<file path="src/rtl/mem_arbiter.sv">
// Two-client memory arbiter: round-robin grant between an instruction client and a
// data client, a write-data phase for data-client writes, and tag-routed responses.
module mem_arbiter #(
  parameter int ADDR_BITS = 28,
  parameter int DATA_BITS = 128,
  parameter int TAG_BITS  = 5,
  parameter int WR_BEATS  = 4
) (
  input  logic                   clk,
  input  logic                   reset,

  input  logic                   ic_req_valid,
  output logic                   ic_req_ready,
  input  logic [ADDR_BITS-1:0]   ic_req_addr,
  input  logic [TAG_BITS-2:0]    ic_req_tag,
  output logic                   ic_resp_valid,
  output logic [TAG_BITS-2:0]    ic_resp_tag,
  output logic [DATA_BITS-1:0]   ic_resp_data,

  input  logic                   dc_req_valid,
  output logic                   dc_req_ready,
  input  logic                   dc_req_rw,
  input  logic [ADDR_BITS-1:0]   dc_req_addr,
  input  logic [TAG_BITS-2:0]    dc_req_tag,
  input  logic                   dc_req_data_valid,
  output logic                   dc_req_data_ready,
  input  logic [DATA_BITS-1:0]   dc_req_data_bits,
  input  logic [DATA_BITS/8-1:0] dc_req_data_mask,
  output logic                   dc_resp_valid,
  output logic [TAG_BITS-2:0]    dc_resp_tag,
  output logic [DATA_BITS-1:0]   dc_resp_data,

  output logic                   mem_req_valid,
  input  logic                   mem_req_ready,
  output logic                   mem_req_rw,
  output logic [ADDR_BITS-1:0]   mem_req_addr,
  output logic [TAG_BITS-1:0]    mem_req_tag,
  output logic                   mem_req_data_valid,
  input  logic                   mem_req_data_ready,
  output logic [DATA_BITS-1:0]   mem_req_data_bits,
  output logic [DATA_BITS/8-1:0] mem_req_data_mask,
  input  logic                   mem_resp_valid,
  input  logic [TAG_BITS-1:0]    mem_resp_tag,
  input  logic [DATA_BITS-1:0]   mem_resp_data
);

  localparam int CNT_BITS = (WR_BEATS > 1) ? $clog2(WR_BEATS) : 1;
  localparam logic [CNT_BITS-1:0] LAST_BEAT = CNT_BITS'(WR_BEATS - 1);

  typedef enum logic {
    IDLE  = 1'b0,
    WDATA = 1'b1
  } state_t;

  state_t              state, state_next;
  logic                rr, rr_next;
  logic [CNT_BITS-1:0] beat_cnt, beat_cnt_next;
  logic                grant_dc;
  logic                req_valid;

  // NOTE: state registers use non-blocking assignments so every flop samples
  // the pre-edge values of the others, regardless of process ordering.
  always_ff @(posedge clk or posedge reset) begin
    if (reset) begin
      state    <= IDLE;
      rr       <= 1'b0;
      beat_cnt <= '0;
    end else begin
      state    <= state_next;
      rr       <= rr_next;
      beat_cnt <= beat_cnt_next;
    end
  end

  // NOTE: every output of this block gets a default first, so no path through
  // the case statement can leave a signal unassigned and infer a latch.
  always_comb begin
    state_next         = state;
    rr_next            = rr;
    beat_cnt_next      = beat_cnt;
    ic_req_ready       = 1'b0;
    dc_req_ready       = 1'b0;
    mem_req_valid      = 1'b0;
    mem_req_data_valid = 1'b0;
    dc_req_data_ready  = 1'b0;

    grant_dc     = dc_req_valid && (!ic_req_valid || rr);
    req_valid    = grant_dc ? dc_req_valid : ic_req_valid;
    mem_req_addr = grant_dc ? dc_req_addr : ic_req_addr;
    mem_req_tag  = grant_dc ? {1'b1, dc_req_tag} : {1'b0, ic_req_tag};
    mem_req_rw   = grant_dc && dc_req_rw;

    // Reset gating keeps every handshake output low while reset is held.
    if (!reset) begin
      unique case (state)
        IDLE: begin
          mem_req_valid = req_valid;
          ic_req_ready  = !grant_dc && mem_req_ready;
          dc_req_ready  = grant_dc && mem_req_ready;
          if (req_valid && mem_req_ready) begin
            rr_next = !grant_dc;
            if (grant_dc && dc_req_rw) begin
              state_next    = WDATA;
              beat_cnt_next = '0;
            end
          end
        end
        WDATA: begin
          mem_req_data_valid = dc_req_data_valid;
          dc_req_data_ready  = mem_req_data_ready;
          if (dc_req_data_valid && mem_req_data_ready) begin
            beat_cnt_next = beat_cnt + 1'b1;
            if (beat_cnt == LAST_BEAT) state_next = IDLE;
          end
        end
        default: state_next = IDLE;
      endcase
    end
  end

  assign mem_req_data_bits = dc_req_data_bits;
  assign mem_req_data_mask = dc_req_data_mask;

  // Responses carry the client id in the tag MSB; there is no backpressure.
  assign ic_resp_valid = !reset && mem_resp_valid && !mem_resp_tag[TAG_BITS-1];
  assign dc_resp_valid = !reset && mem_resp_valid &&  mem_resp_tag[TAG_BITS-1];
  assign ic_resp_tag   = mem_resp_tag[TAG_BITS-2:0];
  assign dc_resp_tag   = mem_resp_tag[TAG_BITS-2:0];
  assign ic_resp_data  = mem_resp_data;
  assign dc_resp_data  = mem_resp_data;

endmodule

</file>
<file path="config.mk">
export PLATFORM = sky130hd
export DESIGN_NAME = mem_arbiter
export DESIGN_NICKNAME = d
export VERILOG_FILES = /design/src/rtl/mem_arbiter.sv
export SDC_FILE = /design/constraint.sdc
export NUM_CORES = 1
export LEC_CHECK = 0
export BUFFER_PORTS_ARGS = -buffer_cell sky130_fd_sc_hd__buf_2
export CORE_AREA = 2 2 309 311
export CTS_CLUSTER_SIZE = 8
export DETAILED_ROUTE_END_ITERATION = 6
export DIE_AREA = 0 0 311 313
export SLEW_MARGIN = 5
export SYNTH_ARGS = -nofsm -noshare
export SYNTH_HDL_FRONTEND = slang
export SYNTH_SLANG_ARGS = --single-unit
</file>
<file path="constraint.sdc">
create_clock -name clk -period 1.5 [get_ports clk]
set_clock_uncertainty 0.15 [all_clocks]
set_input_delay 0.3 -clock clk [delete_from_list [all_inputs] [get_ports clk]]
set_output_delay 0.3 -clock clk [all_outputs]
set_load 0.01 [all_outputs]
</file>
# Word-level counts from Yosys, hierarchy flattened
# Cells that the tools add are included.
[totals] register_bits=4 in_bits=350
[classes] addsub=1 n_eq_ne=4 mux=22 bitwise_logic=2 n_reduce_logical=16
[ops] operator="28-bit two-way mux" count=1
[ops] operator="1-bit two-way mux" count=15
[ops] operator="1-bit logical AND" count=9
[ops] operator="2-bit two-way mux" count=3
[ops] operator="5-bit two-way mux" count=1
[ops] operator="1-bit zero test" count=4
[ops] operator="2-bit != test, second input constant" count=2
[ops] operator="2-bit one-hot mux with 2 select lines" count=1
[ops] operator="4-bit AND reduction" count=1
[ops] operator="3-bit AND reduction" count=1
[ops] operator="2-bit by 1-bit adder with 2-bit output, second input constant" count=1
[ops] operator="2-bit equality test, second input constant" count=1
[ops] operator="2-bit by 1-bit != test with 1-bit output, second input constant" count=1
[ops] operator="1-bit NOT" count=2
[ops] operator="1-bit one-hot mux with 2 select lines" count=1
[ops] operator="1-bit logical OR" count=1

# Logic depth before layout (Yosys ltp)
[logic_depth] depth_word=7 mapped_depth=5

# Worst setup path before layout
# No wires, ideal clock.
[synth_timing] path_type="reg2out" start="register rr" end="output mem_req_addr[0]" arrival_ns=1.114 required_time_ns=1.050 path_slack_ns=-0.064 stages_incl_launch_ff=5 path_cell_list="dfrtp_1 > nand2b_4 > nand2_4 > buf_6 > mux2_4"
[synth_between] elab_chain_cells=3
[synth_rtl] element="from (decl)" line_no="56" text="logic rr, rr_next;"
[synth_rtl] element="from (signal assigned)" line_no="70" text="rr <= rr_next;"
[synth_rtl] element="1-bit logical OR" line_no="87" text="grant_dc = dc_req_valid && (!ic_req_valid || rr);"
[synth_rtl] element="1-bit logical AND" line_no="87"
[synth_rtl] element="28-bit two-way mux" line_no="89" text="mem_req_addr = grant_dc ? dc_req_addr : ic_req_addr;"
[synth_rtl] element="to (decl)" line_no="36" text="output logic [ADDR_BITS-1:0] mem_req_addr,"
# Every way passes these cells.

# Final worst setup path
[layout_timing] start="register rr" end="output mem_req_addr[13]"
# The elaborated chain is that of the path after synthesis.

==> run summary <==
R2R Path End: beat_cnt[1]
IO buf count: 114
IO Pins: 799
Crit path largest cell delay: 0.36 ns
Pins Over Slew Limit: 0
#FFs+latches synth: 4
Psw: 702.1 uW
Total wire length: 42.18 mm
DPL Wire Length: 39.23 mm
Share of layout cells above drive strength 1: 88.83%
Pre-CTS setup slack: -0.3358 ns
CTS root buffer: clkbuf_16
Vias: 1,941
Top-count cell post-synth: buf_4
Int Power: 1.236 mW
Syn_area_per_cell: 8.107 sq um
Most used DFF post-synth: dfrtp_1
Initial antenna violation count: 6
Met2 Use GR: 13.00%
TritonCTS buffer count: 3
YS warnings: 0
Die H: 313 um
Top cell type's share of synthesized area: 79.57%
Worst setup EP type: output pin
Worst-path cell chain: nand2b_4 > nand2_8 > mux2_4 > buf_2
Post-route cell area: 3356 sq um
Post-DP Area: 2984 sq um
Final period utilization: 134.0%
GRT Overall Usage: 8.158%
RSZ-0062 raised after global routing: true
Number of DRC markers in iteration 0: 73
Max-Slew Margin vs Limit: 84.63%
Post-DR vias/cell: 1.327
GP Congestion: 0.6746
Share of power burned in registers: 9.8%
Post-Syn Nets: 827
Commonest cells post-synth: buf_4 (409), mux2_4 (28)
Synthesized area: 3859 sq um
Final cell utilization of the core: 3.564%
Worst reg-to-reg path cell count: 6
Startpoint Class: flop
CP required: 1.05 ns
Post-synthesis sequential area ratio: 2.594%
DRC Markers: 0
Cell leakage power: 1.054 nW
Hold_buf cts: 0
Slowest CP cell: dfrtp_1
Die Width: 311 um
Synth area leader: buf_4
Routed length per instance: 28.83 um
Vias in the first global route: 2,056
M3 GR Usage: 15.56%
Worst Max-Slew Pin Slew: 0.2301 ns
Minimum clock period: 2.010 ns
Placement Rows: 113
Worst Slack Setup Final: -0.5099 ns
Routing usage on met1: 2.004%
Critical path launch point: rr
Htree depth: 1
FMAX: 497.5 MHz
Layout area overhead: -13.03%
Max-Cap Viols: 0
GRT busiest layer: met3
Clock slew at reported path FFs: 0.03 ns
PwrDens: 577.7 nW/um^2
Largest net degree at the start of global routing: 18
Initial Util: 4.098%
CP endpoint: mem_req_addr[13]
Failing checks: negative setup slack
Core Box Area: 94,160 sq um
Final count of negative-setup-slack endpoints: 40
Critical Setup Path Class: reg2out
Die ar.: 97,340 sq um
Worst Hold Class: in2async
Later-pin clock latency in the skew report: 0.23 ns
# nets final: 550
Async SR Flop Fraction: 100.0%
CTS tree: done
Synth unique cells: 23
Sw Ratio: 36.22%
Final hold violations: 0
GRT overflow: 0
Status: complete, but fails checks
Top post-synthesis cells by area: buf_4 (80%), mux2_4 (11%), dfrtp_1 (2.6%)
DR pass1 iterations: 4
Setup TNS: -16.91 ns
Max clock buf depth: 2
Logic pwr share: 68.3%
Clock power share: 21.9%
FF-to-FF setup slack: -0.10 ns
Worst IR Drop VDD: 0.0002843 V
WP data arrival: 1.56 ns
Max Fanout on Critical Path: 17
FILL cells: 11.25k
ANT nets after route: 0
Mapped Cells: 476
Sink Count: 4
EDFF count, synth: 0
Reg2reg start: rr
First-pass GRT wire length: 46.09 mm
## critical path: cells and delay by family, from the launching register on
family	cells	cell delay, ns
buffers and inverters	1	0.15
muxes	1	0.33
and+or+nand+nor	2	0.48
DFF	1	0.36
## cells in the final DEF, fill, tap and decap left out, types with 2 or more instances in the layout
| master | instances |
|---|---|
| and3_4 | 3 |
| buf_2 | 87 |
| buf_4 | 12 |
| buf_6 | 28 |
| clkbuf_16 | 3 |
| dfrtp_1 | 4 |
| inv_1 | 4 |
| mux2_4 | 32 |
| nand2_8 | 2 |
| nand3_1 | 2 |
| nor2_1 | 2 |
| o31ai_2 | 2 |
## state kept, by name, summed over array words and instances (netlist names)
signal / cells
beat_cnt: 2
rr: 1
state: 1
## worst min path at each step
stage | from | endpoint | slack [ns] | cells past startpoint
5_1_grt | reset | beat_cnt[0] | 0.16 | 4
4_1_cts | reset | state | 0.1 | 4
3_5_place_dp | reset | state | 0.34 | 4
6_report | reset | state | 0.11 | 4
3_3_place_gp | reset | beat_cnt[0] | 0.33 | 4
2_1_floorplan | reset | beat_cnt[0] | -0.06 | 1
## kinds of logic after synthesis
| logic type | after synthesis | synth area share [%] |
|---|---|---|
| flops | 4 | 2.594 |
| compound gates | 6 | 1.070 |
| buf+inv | 416 | 80.84 |
| mux | 32 | 12.06 |
| simple gates | 17 | 3.113 |
| fa+ha+maj | 1 | 0.3242 |
## layer usage
layer,vias to the layer above,routed length [um],share of wire (%)
li1,516,-,-
met5,-,89,0.21
met1,654,3747,8.9
met4,4,2143,5.1
met3,122,17360,41
met2,645,18840,45
## power groups by stage
stage	Sequential [mW]	Clock (mW)	Combinational, mW
after detailed placement	0.183	0	0.996
final	0.189	0.425	1.32
after global routing	0.193	0.437	1.41
after floorplan	0.195	0	1.68
after CTS	0.185	0.431	1.28
after global placement	0.184	0	0.984
## area by class of cell
cell class,instances,area [sq um],share of cell area (%)
Antenna cell,1,2.502,0.07457
Inverter,4,15.01,0.4474
Clock buffer,3,75.07,2.237
Multi-Input combinational cell,58,724.4,21.59
Timing Repair Buffer,128,855.8,25.50
Tap cell,1265,1583,47.17
Sequential cell,4,100.1,2.983
## per-stage QoR
step	power, mW	hold slack [ns]	cells
2_1_floorplan	1.873	-0.06011	476
3_3_place_gp	1.169	0.3252	1452
3_5_place_dp	1.179	0.3366	1452
4_1_cts	1.892	0.09961	1460
5_1_grt	2.043	0.1553	1463
6_report	1.939	0.1072	1463
## what timing repair did
item	CTS	global route
cloned	2	0
resized for setup	41	7
endpoints found under the setup margin	38	42
endpoints found under the hold margin	0	0
buffers inserted	3	3
pin swaps	3	3
Note: power is estimated with default switching activity, not from simulation.
